===== src/rtl/writeback_stage_if.sv =====
// MEM/WB bundle between the memory stage and the write-back stage: pipeline
// inputs, hold/flush control, and the register-file/forwarding outputs.
interface writeback_stage_if #(
  parameter int DATA_W = 32,
  parameter int REG_W  = 5,
  parameter int CNT_W  = 32
);
  logic [DATA_W-1:0] memReadData;
  logic [DATA_W-1:0] aluResultIn;
  logic [REG_W-1:0]  regSelIn;
  logic              memToRegIn;
  logic              regWriteIn;
  logic              haltIn;
  logic              validIn;
  logic              hold;
  logic              flush;

  logic [DATA_W-1:0] writeData;
  logic [REG_W-1:0]  writeAddr;
  logic              regWrite;
  logic [CNT_W-1:0]  retireCount;
  logic              halted;

  modport master (
    output memReadData, aluResultIn, regSelIn, memToRegIn, regWriteIn,
           haltIn, validIn, hold, flush,
    input  writeData, writeAddr, regWrite, retireCount, halted
  );

  modport slave (
    input  memReadData, aluResultIn, regSelIn, memToRegIn, regWriteIn,
           haltIn, validIn, hold, flush,
    output writeData, writeAddr, regWrite, retireCount, halted
  );
endinterface


===== src/rtl/writeback_stage.sv =====
// Final pipeline stage: MEM/WB register, write-back mux, register-file write
// port, retired-instruction counter and sticky HALT state.
module writeback_stage #(
  parameter int DATA_W = 32,
  parameter int REG_W  = 5,
  parameter int CNT_W  = 32
) (
  input  logic              clock,
  input  logic              reset,
  writeback_stage_if.slave  wb
);

  typedef enum logic {
    RUN    = 1'b0,
    HALTED = 1'b1
  } state_e;

  typedef struct packed {
    logic [DATA_W-1:0] read_data;
    logic [DATA_W-1:0] alu_result;
    logic [REG_W-1:0]  reg_sel;
    logic              mem_to_reg;
    logic              reg_write;
    logic              halt;
    logic              valid;
  } mw_t;

  mw_t              mw_q, mw_d;
  state_e           state_q, state_d;
  logic [CNT_W-1:0] count_q, count_d;
  logic             commit;

  // NOTE: every combinational output gets a default first so no path can
  // leave it unassigned and infer a latch.
  always_comb begin
    mw_d = mw_q;
    if (wb.flush) begin
      // Data fields are don't-care for a bubble; only the control bits matter.
      mw_d.valid     = 1'b0;
      mw_d.reg_write = 1'b0;
      mw_d.halt      = 1'b0;
    end else if (!wb.hold) begin
      mw_d.read_data  = wb.memReadData;
      mw_d.alu_result = wb.aluResultIn;
      mw_d.reg_sel    = wb.regSelIn;
      mw_d.mem_to_reg = wb.memToRegIn;
      mw_d.reg_write  = wb.regWriteIn;
      mw_d.halt       = wb.haltIn;
      mw_d.valid      = wb.validIn;
    end
  end

  // Retirement and the halt decision look at the entry currently in MEM/WB;
  // a flush on the same edge only affects what gets loaded next.
  assign commit = mw_q.valid && !wb.hold && (state_q == RUN);

  always_comb begin
    state_d = state_q;
    count_d = count_q;
    if (commit) begin
      count_d = count_q + CNT_W'(1);
      if (mw_q.halt) state_d = HALTED;
    end
  end

  // NOTE: sequential state uses non-blocking assignments so every register
  // samples the pre-edge values regardless of statement order.
  always_ff @(posedge clock) begin
    if (reset) begin
      mw_q    <= '0;
      state_q <= RUN;
      count_q <= '0;
    end else begin
      mw_q    <= mw_d;
      state_q <= state_d;
      count_q <= count_d;
    end
  end

  assign wb.writeData   = mw_q.mem_to_reg ? mw_q.read_data : mw_q.alu_result;
  assign wb.writeAddr   = mw_q.reg_sel;
  assign wb.regWrite    = mw_q.valid && mw_q.reg_write && (mw_q.reg_sel != '0)
                          && (state_q == RUN);
  assign wb.retireCount = count_q;
  assign wb.halted      = (state_q == HALTED);

endmodule


===== src/flat_wrapper.sv =====
// flat-port wrapper written by rule: the top's interface ports become plain ports
module writeback_stage_flat 
#(
  parameter int DATA_W = 32,
  parameter int REG_W  = 5,
  parameter int CNT_W  = 32
)
  (clock, reset, wb_memReadData, wb_aluResultIn, wb_regSelIn, wb_memToRegIn, wb_regWriteIn, wb_haltIn, wb_validIn, wb_hold, wb_flush, wb_writeData, wb_writeAddr, wb_regWrite, wb_retireCount, wb_halted);
  writeback_stage_if #(.DATA_W(DATA_W), .REG_W(REG_W), .CNT_W(CNT_W)) wb_i ();
  input  logic clock;
  input  logic reset;
  input wire logic [$bits(wb_i.memReadData)-1:0] wb_memReadData;
  input wire logic [$bits(wb_i.aluResultIn)-1:0] wb_aluResultIn;
  input wire logic [$bits(wb_i.regSelIn)-1:0] wb_regSelIn;
  input wire logic [$bits(wb_i.memToRegIn)-1:0] wb_memToRegIn;
  input wire logic [$bits(wb_i.regWriteIn)-1:0] wb_regWriteIn;
  input wire logic [$bits(wb_i.haltIn)-1:0] wb_haltIn;
  input wire logic [$bits(wb_i.validIn)-1:0] wb_validIn;
  input wire logic [$bits(wb_i.hold)-1:0] wb_hold;
  input wire logic [$bits(wb_i.flush)-1:0] wb_flush;
  output wire logic [$bits(wb_i.writeData)-1:0] wb_writeData;
  output wire logic [$bits(wb_i.writeAddr)-1:0] wb_writeAddr;
  output wire logic [$bits(wb_i.regWrite)-1:0] wb_regWrite;
  output wire logic [$bits(wb_i.retireCount)-1:0] wb_retireCount;
  output wire logic [$bits(wb_i.halted)-1:0] wb_halted;
  assign wb_i.memReadData = wb_memReadData;
  assign wb_i.aluResultIn = wb_aluResultIn;
  assign wb_i.regSelIn = wb_regSelIn;
  assign wb_i.memToRegIn = wb_memToRegIn;
  assign wb_i.regWriteIn = wb_regWriteIn;
  assign wb_i.haltIn = wb_haltIn;
  assign wb_i.validIn = wb_validIn;
  assign wb_i.hold = wb_hold;
  assign wb_i.flush = wb_flush;
  assign wb_writeData = wb_i.writeData;
  assign wb_writeAddr = wb_i.writeAddr;
  assign wb_regWrite = wb_i.regWrite;
  assign wb_retireCount = wb_i.retireCount;
  assign wb_halted = wb_i.halted;
  writeback_stage #(.DATA_W(DATA_W), .REG_W(REG_W), .CNT_W(CNT_W)) u_core (.clock(clock), .reset(reset), .wb(wb_i));
endmodule

===== config.mk =====
export PLATFORM = sky130hd
export DESIGN_NAME = writeback_stage_flat
export DESIGN_NICKNAME = d
export VERILOG_FILES = /design/src/rtl/writeback_stage_if.sv /design/src/rtl/writeback_stage.sv /design/src/flat_wrapper.sv
export SDC_FILE = /design/constraint.sdc
export NUM_CORES = 1
export LEC_CHECK = 0
export CORE_MARGIN = 10
export CORE_UTILIZATION = 40
export DETAILED_ROUTE_END_ITERATION = 10
export HOLD_SLACK_MARGIN = 0.12
export PLACE_DENSITY = 0.81
export SLEW_MARGIN = 20
export SYNTH_ARGS = -nofsm -noshare
export SYNTH_HDL_FRONTEND = slang
export SYNTH_SLANG_ARGS = --single-unit
export TNS_END_PERCENT = 5

===== constraint.sdc =====
create_clock -name clock -period 2 [get_ports clock]
set_clock_uncertainty 0.2 [all_clocks]
set_input_delay 0.3 -clock clock [delete_from_list [all_inputs] [get_ports clock]]
set_output_delay 0.3 -clock clock [all_outputs]
set_load 0.05 [all_outputs]

==> reports/metrics.yaml <==
run_status:
  status: "complete, but fails checks"
  violations: "negative setup slack"
run:
  maxCapViolations: 0
routing:
  drtAntennaViolNets: 0
  drc_errors: 0
  wirelength_mm: 13.1
  via_count: 4133
  route.detailed.wl_per_inst_um: 15.9
  vias_per_cell: 5.05
  first_iter_violations: 232
  dr.pass1.iters: 4
yosys:
  yosys_warnings: 0
  ys_seq_elements: 106
  synthCells: 532
  synth_area_per_cell_um2: 8.30
  ys_seq_area_share_pct: 48.1
  syn_nets: 610
  synthesis.area_mm2: 0.00441
  ys_types: 32
worst_setup_path:
  worstSetupStartpointType: "flop"
  critPathMaxFanout: 2
  worst-setup-path-type: "flop to output pin"
  cp.required_ps: 1500
  slowest_stage: "or4_4"
  critPathArrivalTime_ps: 1580
  worstSetupEndpointType: "output pin"
  cp_num_buf_inv: 1
  slowest_delay_ps: 560
  rrSetupSlack_ps: -10
  path_cells: "or4_4, nor2_4, nor3_2, buf_6"
  crit_family: "simple AND/OR/NAND/NOR gates"
clocking:
  cts_inserted_buffers: 9
  numClockSinks: 106
  clk_pin_slew_ps: 100
  h-tree-depth: 3
  clkLatencyLatePin_ps: 350
  cts_tree: "built"
  root_buffer: "clkbuf_8"
  clock_path_buffers: 2
placed_design:
  placed_area_mm2: 0.00637
  hpwlAfterDp_mm: 9.64
  dp_cells: 802
  portBuffers: 147
  gp_congestion: 0.844
sta:
  timing.final.crit_share_pct: 104
  grt_setup_unrepaired: "true"
  layout_setup_ws_ps: -78.2
  fmax_mhz: 481
  drv_slew: 0
  worst_slew_pin_slew_ps: 463
  hold_viol_final: 0
  hold_ws_ps: 160
  slew_headroom_pct: 69.1
  setup_violations: 10
  post-route-min-period_ps: 2080
layout:
  fillers: 943
  diodes: 0
  final_common_cell: "nand2_1"
  fin_util_pct: 61.3
  drive_above_1_share_pct: 25.9
  area_growth_pct: 50.5
  layout.nets: 752
  fin_area_mm2: 0.00664
  layout_common_cells: "155 x nand2_1, 89 x dfxtp_1, 76 x a21oi_1"
  multi_input_area_mm2: 0.00219
  register_area_mm2: 0.00215
  finalNonFillerCells: 819
hold_path:
  hold_path.class: "primary input to flop"
pwr:
  ir_worst_vdd_v: 0.000431
  p_leak_nw: 2.60
  powerDensity_mw_per_mm2: 639
  power_mw: 4.25
global_route:
  antenna_found_initial: 0
  groute.usage.overall_pct: 15.8
  grt_pass1_vias: 4321
  grt_max_degree: 71
  overflow: 0
  grt_pass1_wl_mm: 21.0
die:
  io_pins: 148
  die_h_um: 125
  die_x_um: 125
  core_mm2: 0.0108
  dieArea_mm2: 0.0156
  rows: 38
  initial_core_util_pct: 40.7
==> worst paths after layout <==
path,start,endpoint,depth (start not counted)
setup reg to reg,u_core.mw_q[0],u_core.wb.retireCount[31],5
hold reg to reg,u_core.mw_q[48],u_core.mw_q[48],2
hold / removal,reset,u_core.wb.retireCount[24],2
setup / recovery,u_core.wb.writeAddr[1],wb_regWrite,4
==> cell families (layout without fill, tap and decap cells) <==
group	Yosys count	count (layout)	synth area share (%)
simple gates	242	242	24.1
flops	106	106	48.1
mux	36	36	9.10
compound gates	80	80	9.07
xor+xnor	26	26	5.16
fa+ha+maj	1	1	0.283
buf+inv	41	188	4.25
==> flip-flops by register name, summed over array words and instances (netlist names) <==
name / count
u_core.wb.writeAddr: 5
u_core.mw_q: 68
u_core.wb.retireCount: 32
u_core.wb.halted: 1
==> cell usage after synthesis (all sizes together) <==
master	number	area share (%)
or3	4	0.57
dfxtp	106	48
ha	1	0.28
o21ai	4	0.45
or3b	1	0.20
mux2i	3	0.68
nor2b	3	0.43
nor4	3	0.57
xor2	16	3.2
or4	1	0.17
nor2	33	2.8
clkbuf	31	2.6
nand4	14	2.1
nand3	6	0.68
and4	3	0.60
xnor2	10	2.0
nand2	155	13
a21oi	76	8.6
nor3b	1	0.17
nor3	9	1.2
and3	7	0.99
inv	1	0.085
buf	9	1.5
mux2	33	8.4
or2	2	0.34
==> routing by layer <==
| layer | part of all wire (%) | routed length [um] | vias to the layer above | GRT usage (%) |
|---|---|---|---|---|
| li1 | - | - | 2049 | - |
| met1 | 40 | 5170 | 1950 | 17.1 |
| met2 | 53 | 6960 | 118 | 28.4 |
| met3 | 5.3 | 688 | 16 | 4.56 |
| met4 | 1.8 | 233 | 0 | 6.17 |
| met5 | 0 | 0 | - | 0 |
==> area by class of cell <==
class	count	share of cell area, %
multi-input combinational	385	32.9
sequential	106	32.3
timing repair buffer	171	29.2
tap	140	2.64
clock buffer	10	1.92
clock inverter	6	0.998
inverter	1	0.0565
==> where the power goes <==
group          total, mW  internal (mW)  switching (mW)
Combinational      0.729          0.374           0.355
Sequential          2.21           2.18          0.0355
Clock               1.31          0.583           0.724
Total               4.25           3.13            1.11
==> through the flow <==
step           TNS (ps)  setup slack, ps
4_1_cts            -545            -84.3
5_1_grt           -1770             -147
3_3_place_gp      -6600             -374
2_1_floorplan      -446             -114
3_5_place_dp      -8120             -426
6_report           -154            -78.2
==> worst register-to-register path: cells and delay by family (launching register included) <==
family           cells  cell delay, ps
AND/OR/NAND/NOR      4            1040
flip-flops           1             360
multiplexers         1             300
==> what timing repair did <==
item	CTS	global route
endpoints found under the setup margin	39	43
buffers inserted	1	0
resized for setup	6	14
hold buffers	0	0
hold endpoints to repair	0	0
pin swaps	1	2
No activity file was read; power rests on OpenSTA's default activity.
